### src/rtl/rv32i_decode_stage_if.sv
// Fetch-to-decode and decode-to-execute stream bundle.
// slave: decode stage view; master: the driving/consuming side.
interface rv32i_decode_stage_if #(
  parameter int PC_WIDTH = 32
);
  logic                flush;
  logic                in_valid;
  logic                in_ready;
  logic [PC_WIDTH-1:0] in_pc;
  logic [31:0]         in_inst;
  logic                out_valid;
  logic                out_ready;
  logic [PC_WIDTH-1:0] out_pc;
  logic [6:0]          out_opcode;
  logic [4:0]          out_rd;
  logic [4:0]          out_rs1;
  logic [4:0]          out_rs2;
  logic [2:0]          out_funct3;
  logic [6:0]          out_funct7;
  logic [31:0]         out_imm;
  logic                out_illegal;

  modport slave (
    input  flush, in_valid, in_pc, in_inst,
    input  out_ready,
    output in_ready, out_valid, out_pc,
    output out_opcode, out_rd, out_rs1,
    output out_rs2, out_funct3, out_funct7,
    output out_imm, out_illegal
  );

  modport master (
    output flush, in_valid, in_pc, in_inst,
    output out_ready,
    input  in_ready, out_valid, out_pc,
    input  out_opcode, out_rd, out_rs1,
    input  out_rs2, out_funct3, out_funct7,
    input  out_imm, out_illegal
  );
endinterface

### src/rtl/rv32i_decode_stage.sv
// RV32I decode stage: field split, immediate, illegal flag.
// Ports: clk, rst (async high), bus (slave stream bundle).
module rv32i_decode_stage #(
  parameter int PC_WIDTH = 32
) (
  input logic clk,
  input logic rst,
  rv32i_decode_stage_if.slave bus
);

  typedef struct packed {
    logic [PC_WIDTH-1:0] pc;
    logic [6:0]          opcode;
    logic [4:0]          rd;
    logic [4:0]          rs1;
    logic [4:0]          rs2;
    logic [2:0]          funct3;
    logic [6:0]          funct7;
    logic [31:0]         imm;
    logic                illegal;
  } dec_t;

  localparam logic [6:0] OP_OP  = 7'h33;
  localparam logic [6:0] OP_IMM = 7'h13;
  localparam logic [6:0] OP_LD  = 7'h03;
  localparam logic [6:0] OP_ST  = 7'h23;
  localparam logic [6:0] OP_LUI = 7'h37;
  localparam logic [6:0] OP_AUI = 7'h17;
  localparam logic [6:0] OP_JAL = 7'h6f;
  localparam logic [6:0] OP_JLR = 7'h67;
  localparam logic [6:0] OP_BR  = 7'h63;
  localparam logic [6:0] OP_SYS = 7'h73;
  localparam logic [6:0] OP_FEN = 7'h0f;

  logic [31:0] i;
  logic [6:0]  op;
  logic [2:0]  f3;
  logic [6:0]  f7;
  logic        ill;
  dec_t        dec;

  dec_t out_q;
  dec_t skid_q;
  logic out_v;
  logic skid_v;
  logic acc;
  logic free;

  assign i  = bus.in_inst;
  assign op = i[6:0];
  assign f3 = i[14:12];
  assign f7 = i[31:25];

  always_comb begin
    ill = 1'b0;
    unique case (op)
      OP_OP:
        ill = !(f7 == 7'h00 ||
                (f7 == 7'h20 &&
                 (f3 == 3'd0 || f3 == 3'd5)));
      OP_IMM:
        ill = (f3 == 3'd1 && f7 != 7'h00) ||
              (f3 == 3'd5 && f7 != 7'h00 &&
               f7 != 7'h20);
      OP_LD:
        ill = f3 == 3'd3 || f3 == 3'd6 ||
              f3 == 3'd7;
      OP_ST:
        ill = f3 > 3'd2;
      OP_BR:
        ill = f3 == 3'd2 || f3 == 3'd3;
      OP_JLR:
        ill = f3 != 3'd0;
      OP_SYS:
        ill = f3 == 3'd4 ||
              (f3 == 3'd0 &&
               i != 32'h0000_0073 &&
               i != 32'h0010_0073);
      OP_LUI, OP_AUI, OP_JAL, OP_FEN:
        ill = 1'b0;
      default:
        ill = 1'b1;
    endcase
    if (i[1:0] != 2'b11) ill = 1'b1;
  end

  always_comb begin
    dec         = '0;
    dec.pc      = bus.in_pc;
    dec.opcode  = op;
    dec.rd      = i[11:7];
    dec.rs1     = i[19:15];
    dec.rs2     = i[24:20];
    dec.funct3  = f3;
    dec.funct7  = f7;
    dec.illegal = ill;
    unique case (1'b1)
      op == OP_ST:
        dec.imm = {{20{i[31]}}, i[31:25], i[11:7]};
      op == OP_LUI || op == OP_AUI:
        dec.imm = {i[31:12], 12'b0};
      op == OP_JAL:
        dec.imm = {{12{i[31]}}, i[19:12], i[20],
                   i[30:21], 1'b0};
      op == OP_BR:
        dec.imm = {{20{i[31]}}, i[7], i[30:25],
                   i[11:8], 1'b0};
      default:
        dec.imm = {{20{i[31]}}, i[31:20]};
    endcase
  end

  // in_ready comes straight from the skid flag, so it is
  // registered and independent of out_ready.
  assign acc  = bus.in_valid & ~skid_v;
  assign free = ~out_v | bus.out_ready;

  always_ff @(posedge clk or posedge rst) begin
    if (rst) begin
      out_q  <= '0;
      skid_q <= '0;
      out_v  <= 1'b0;
      skid_v <= 1'b0;
    end else if (bus.flush) begin
      out_v  <= 1'b0;
      skid_v <= 1'b0;
    end else if (free) begin
      // skid is older than any new beat; skid full
      // implies in_ready low, so no beat is lost here
      if (skid_v) begin
        out_q  <= skid_q;
        out_v  <= 1'b1;
        skid_v <= 1'b0;
      end else begin
        out_v <= acc;
        if (acc) out_q <= dec;
      end
    end else if (acc) begin
      skid_q <= dec;
      skid_v <= 1'b1;
    end
  end

  assign bus.in_ready    = ~skid_v;
  assign bus.out_valid   = out_v;
  assign bus.out_pc      = out_q.pc;
  assign bus.out_opcode  = out_q.opcode;
  assign bus.out_rd      = out_q.rd;
  assign bus.out_rs1     = out_q.rs1;
  assign bus.out_rs2     = out_q.rs2;
  assign bus.out_funct3  = out_q.funct3;
  assign bus.out_funct7  = out_q.funct7;
  assign bus.out_imm     = out_q.imm;
  assign bus.out_illegal = out_q.illegal;

endmodule

### src/flat_wrapper.sv
// flat-port wrapper written by rule: the top's interface ports become plain ports
module rv32i_decode_stage_flat 
#(
  parameter int PC_WIDTH = 32
)
  (clk, rst, bus_flush, bus_in_valid, bus_in_pc, bus_in_inst, bus_out_ready, bus_in_ready, bus_out_valid, bus_out_pc, bus_out_opcode, bus_out_rd, bus_out_rs1, bus_out_rs2, bus_out_funct3, bus_out_funct7, bus_out_imm, bus_out_illegal);
  rv32i_decode_stage_if #(.PC_WIDTH(PC_WIDTH)) bus_i ();
  input logic clk;
  input logic rst;
  input wire logic [$bits(bus_i.flush)-1:0] bus_flush;
  input wire logic [$bits(bus_i.in_valid)-1:0] bus_in_valid;
  input wire logic [$bits(bus_i.in_pc)-1:0] bus_in_pc;
  input wire logic [$bits(bus_i.in_inst)-1:0] bus_in_inst;
  input wire logic [$bits(bus_i.out_ready)-1:0] bus_out_ready;
  output wire logic [$bits(bus_i.in_ready)-1:0] bus_in_ready;
  output wire logic [$bits(bus_i.out_valid)-1:0] bus_out_valid;
  output wire logic [$bits(bus_i.out_pc)-1:0] bus_out_pc;
  output wire logic [$bits(bus_i.out_opcode)-1:0] bus_out_opcode;
  output wire logic [$bits(bus_i.out_rd)-1:0] bus_out_rd;
  output wire logic [$bits(bus_i.out_rs1)-1:0] bus_out_rs1;
  output wire logic [$bits(bus_i.out_rs2)-1:0] bus_out_rs2;
  output wire logic [$bits(bus_i.out_funct3)-1:0] bus_out_funct3;
  output wire logic [$bits(bus_i.out_funct7)-1:0] bus_out_funct7;
  output wire logic [$bits(bus_i.out_imm)-1:0] bus_out_imm;
  output wire logic [$bits(bus_i.out_illegal)-1:0] bus_out_illegal;
  assign bus_i.flush = bus_flush;
  assign bus_i.in_valid = bus_in_valid;
  assign bus_i.in_pc = bus_in_pc;
  assign bus_i.in_inst = bus_in_inst;
  assign bus_i.out_ready = bus_out_ready;
  assign bus_in_ready = bus_i.in_ready;
  assign bus_out_valid = bus_i.out_valid;
  assign bus_out_pc = bus_i.out_pc;
  assign bus_out_opcode = bus_i.out_opcode;
  assign bus_out_rd = bus_i.out_rd;
  assign bus_out_rs1 = bus_i.out_rs1;
  assign bus_out_rs2 = bus_i.out_rs2;
  assign bus_out_funct3 = bus_i.out_funct3;
  assign bus_out_funct7 = bus_i.out_funct7;
  assign bus_out_imm = bus_i.out_imm;
  assign bus_out_illegal = bus_i.out_illegal;
  rv32i_decode_stage #(.PC_WIDTH(PC_WIDTH)) u_core (.clk(clk), .rst(rst), .bus(bus_i));
endmodule
### config.mk
export PLATFORM = sky130hd
export DESIGN_NAME = rv32i_decode_stage_flat
export DESIGN_NICKNAME = d
export VERILOG_FILES = /design/src/rtl/rv32i_decode_stage_if.sv /design/src/rtl/rv32i_decode_stage.sv /design/src/flat_wrapper.sv
export SDC_FILE = /design/constraint.sdc
export NUM_CORES = 1
export LEC_CHECK = 0
export CAP_MARGIN = 10
export CORE_MARGIN = 4
export CORE_UTILIZATION = 56
export CTS_CLUSTER_DIAMETER = 120
export DETAILED_ROUTE_END_ITERATION = 8
export PLACE_DENSITY = 0.86
export SLEW_MARGIN = 25
export SYNTH_ARGS = -nofsm -noshare
export SYNTH_HDL_FRONTEND = slang
export SYNTH_SLANG_ARGS = --single-unit
### constraint.sdc
create_clock -name clk -period 21.5 [get_ports clk]
set_input_delay 6.45 -clock clk [delete_from_list [all_inputs] [get_ports clk]]
set_output_delay 6.45 -clock clk [all_outputs]
set_load 0.02 [all_outputs]
==> results by group <==
Floorplanning
  • Starting density of the core: between 50% and 60%
  • Die X: approximately 130 um
  • Core area: ~0.015 mm2
  • Num ports: 168
  • # rows: 44
  • Vert. Die Dim: 131.4 um
  • Die area: between 0.015 and 0.02 mm2

GRT
  • First-pass GRT wire length: ~32000 um
  • Number of global-route vias before repair: 6276
  • Initial antenna violation count: 0
  • GR Overflow Total: 0
  • Largest net degree at the start of global routing: between 100 and 150
  • Total Routing Usage GR: between 20 and 25%

Pwr
  • Overall Power: 1.008 mW
  • Power Dens Cells: roughly 93 mW/mm2
  • Worst vdd ir: just over 60 uV
  • P_leak: roughly 4.6 nW

STA
  • Final Hold Fails: 0
  • Final setup TNS: 0 ns
  • Count of final setup violators: 0
  • Slew Viols, Final: 0
  • Period utilisation layout: 40.85%
  • Slew @ Worst Pin: about 0.97 ns
  • Final Critical Period: about 8.8 ns
  • Peak Freq: about 110 MHz
  • Max_slew headroom: 35.47%
  • Clock Skews: 0.005882 ns
  • RSZ-0062 raised after global routing: no

Yosys
  • Largest area contributor in the netlist: dfrtp_1
  • Synth warn: 0
  • Mean Syn Cell Area: about 11 um2
  • Sequential area share after synthesis: 56.91%
  • #FFs+latches synth: 194
  • Mapped cell area: roughly 0.0085 mm2
  • Post-synth top area share: a little under three fifths
  • Synthesized Nets: ~870
  • Top cells by area, synth: dfrtp_1, mux2_2, mux2i_1
  • Netlist cell types: 42
  • Gate Count Post-Synth: 797

Worst setup path
  • Worst r2r src: u_core.skid_v$_DFFE_PP0P_
  • Crit. Startpoint: u_core.skid_v$_DFFE_PP0P_
  • WS Path Type: reg -> out
  • Critical Path Fanout Max: between 60 and 70
  • Reg-to-reg endpoint: u_core.skid_q[42]$_DFFE_PP0P_
  • R2R Setup Slk: roughly 19 ns
  • R2r worst-path depth: 4
  • Worst setup endpoint: bus_in_ready
  • CP required: about 15 ns
  • Worst setup EP type: primary output
  • Crit path arrival time: around 2.3 ns
  • CP Launch Type: register

Clocking
  • Worst-path clk slew: ~0.070 ns
  • CTS Hold Bufs: 0
  • TritonCTS clock tree: built
  • Clock Path Buffers: 2
  • H-tree depth: 4
  • Root buffer cell: clkbuf_16
  • Clk Latency, worst-skew pair: roughly 0.42 ns
  • TritonCTS buffer count: 17
  • CTS sink count: approximately 190
  • Post-CTS Setup Bufs: 0
  • Resized cells post-CTS: 0

Drt
  • Via-to-Cell Ratio: around 5.6
  • Starting DRT DRC Count: 482
  • Residual DRC: 0
  • Initial DRT Pass Iterations: 5
  • Vias: around 6300
  • Final WL: between 15000 and 20000 um
  • Post-route ant nets: 0
  • Routed len/inst: ~17 um

Finish
  • Layout area overhead: 26.94%
  • Final net count: about 1000
  • Commonest non-fill, non-tap cells in the layout: dfrtp_1, clkdlybuf4s50_1, nand2_1
  • Fin area: between 0.01 and 0.015 mm2
  • Fin util: about three quarters
  • Filler cell count: between 1000 and 1500
  • Commonest non-fill, non-tap cell in the layout: dfrtp_1
  • Ant. Diodes: 0
  • Share of cells above drive strength 1: 11.98%

Min path
  • Hold crit path type: reg -> reg

Status
  • Status: complete, no violations

Placement
  • Placed cell areas: between 0.01 and 0.015 mm2
  • Detailed Place HPWL: around 13000 um
  • Port Buffer Count: 167
  • Gp weighted congestion: roughly 0.9

Flow run
  • Max-cap viol count: 0
layer usage:
layer	share of wire [%]	vias to the layer above	track usage, %
met5	0	-	0
li1	-	3019	-
met3	4.7	32	4.817
met2	47	208	35.59
met4	2.0	0	7.876
met1	46	3071	30.77
sequential cells by signal, summed over array words and instances (netlist names):
register / count
u_core.bus.out_rd: 5
u_core.bus.out_funct7: 6
u_core.bus.out_rs1: 5
u_core.bus.out_funct3: 3
u_core.bus.out_rs2: 5
u_core.bus.out_opcode: 7
u_core.skid_v: 1
u_core.bus.out_imm: 32
u_core.bus.out_pc: 32
u_core.bus.out_valid: 1
u_core.skid_q: 96
u_core.bus.out_illegal: 1
logic make-up (layout without fill, tap and decap cells):
group,count (synthesis),after routing,share of synthesized area [%]
AOI/OAI and AO/OA,180,180,11.16
xor gates and xnor gates,1,1,0.1027
buffers and inverters,63,209,3.212
DFF,194,194,56.91
muxes,144,144,17.91
and+or+nand+nor,215,215,10.71
per-stage QoR:
step / setup slack [ns] / cells / hold WS, ns
finish: 12.72 / 1127 / 0.4670
detailed placement: 12.45 / 1095 / 0.4542
floorplan: 9.766 / 797 / 0.4423
global route: 12.57 / 1127 / 0.4904
global placement: 12.50 / 1095 / 0.4523
CTS: 12.67 / 1127 / 0.4694
worst max-delay path: stages (launching register included):
cell and delay [ns]:
dfrtp_4 1.07, inv_1 0.22, clkdlybuf4s50_1 0.61
power breakdown:
part | leakage, nW | switching [mW] | internal (mW) | total, mW
clock network | 0.288 | 0.131 | 0.179 | 0.310
registers | 2.40 | 0.0405 | 0.439 | 0.480
logic | 1.94 | 0.110 | 0.108 | 0.218
how the worst min path moves through the flow:
| stage | start | end | slack, ns | cells after the start |
|---|---|---|---|---|
| 2_1_floorplan | u_core.skid_q[0]$_DFFE_PP0P_ | u_core.skid_q[0]$_DFFE_PP0P_ | 0.44 | 2 |
| 3_3_place_gp | u_core.bus.out_imm[5]$_DFFE_PP0P_ | u_core.bus.out_imm[5]$_DFFE_PP0P_ | 0.45 | 2 |
| 3_5_place_dp | u_core.bus.out_imm[9]$_DFFE_PP0P_ | u_core.bus.out_imm[9]$_DFFE_PP0P_ | 0.45 | 2 |
| 4_1_cts | u_core.bus.out_imm[9]$_DFFE_PP0P_ | u_core.bus.out_imm[9]$_DFFE_PP0P_ | 0.47 | 2 |
| 5_1_grt | u_core.bus.out_imm[9]$_DFFE_PP0P_ | u_core.bus.out_imm[9]$_DFFE_PP0P_ | 0.49 | 2 |
| 6_report | u_core.bus.out_imm[9]$_DFFE_PP0P_ | u_core.bus.out_imm[9]$_DFFE_PP0P_ | 0.47 | 2 |
cell usage after synthesis:
cell / count
and3b_1: 2
a22oi_1: 5
nand2b_1: 3
mux2i_1: 75
o32ai_1: 1
xor2_1: 1
and3_1: 2
nor2_2: 1
or3b_4: 1
nand4b_1: 2
and2_1: 2
o22ai_1: 2
nand2_1: 160
o21ai_1: 11
a211oi_1: 1
o31ai_1: 1
nor4_2: 1
nor3b_1: 3
a21oi_4: 1
a32oi_1: 1
nand4_1: 1
nor2_1: 23
buf_1: 8
clkbuf_1: 31
o21ai_0: 125
nor2_4: 1
nor4bb_1: 1
a21oi_1: 28
nor3_1: 3
a311oi_1: 1
nor4_1: 5
a31oi_1: 1
a2bb2oi_1: 1
o311ai_0: 1
nor2b_1: 1
inv_1: 6
buf_2: 15
buf_4: 1
mux2_2: 69
dfrtp_1: 194
nand3_1: 3
buf_6: 2
cell type report:
| class | instances | area [um2] | area share [%] |
|---|---|---|---|
| Clock buffer | 21 | 470.5 | 4.344 |
| Clock inverter | 11 | 110.1 | 1.017 |
| Inverter | 6 | 30.03 | 0.2773 |
| Multi-Input combinational cell | 540 | 3417 | 31.55 |
| Sequential cell | 194 | 4858 | 44.86 |
| Tap cell | 184 | 230.2 | 2.126 |
| Timing Repair Buffer | 171 | 1713 | 15.82 |
Note: power is estimated with default switching activity, not from simulation.
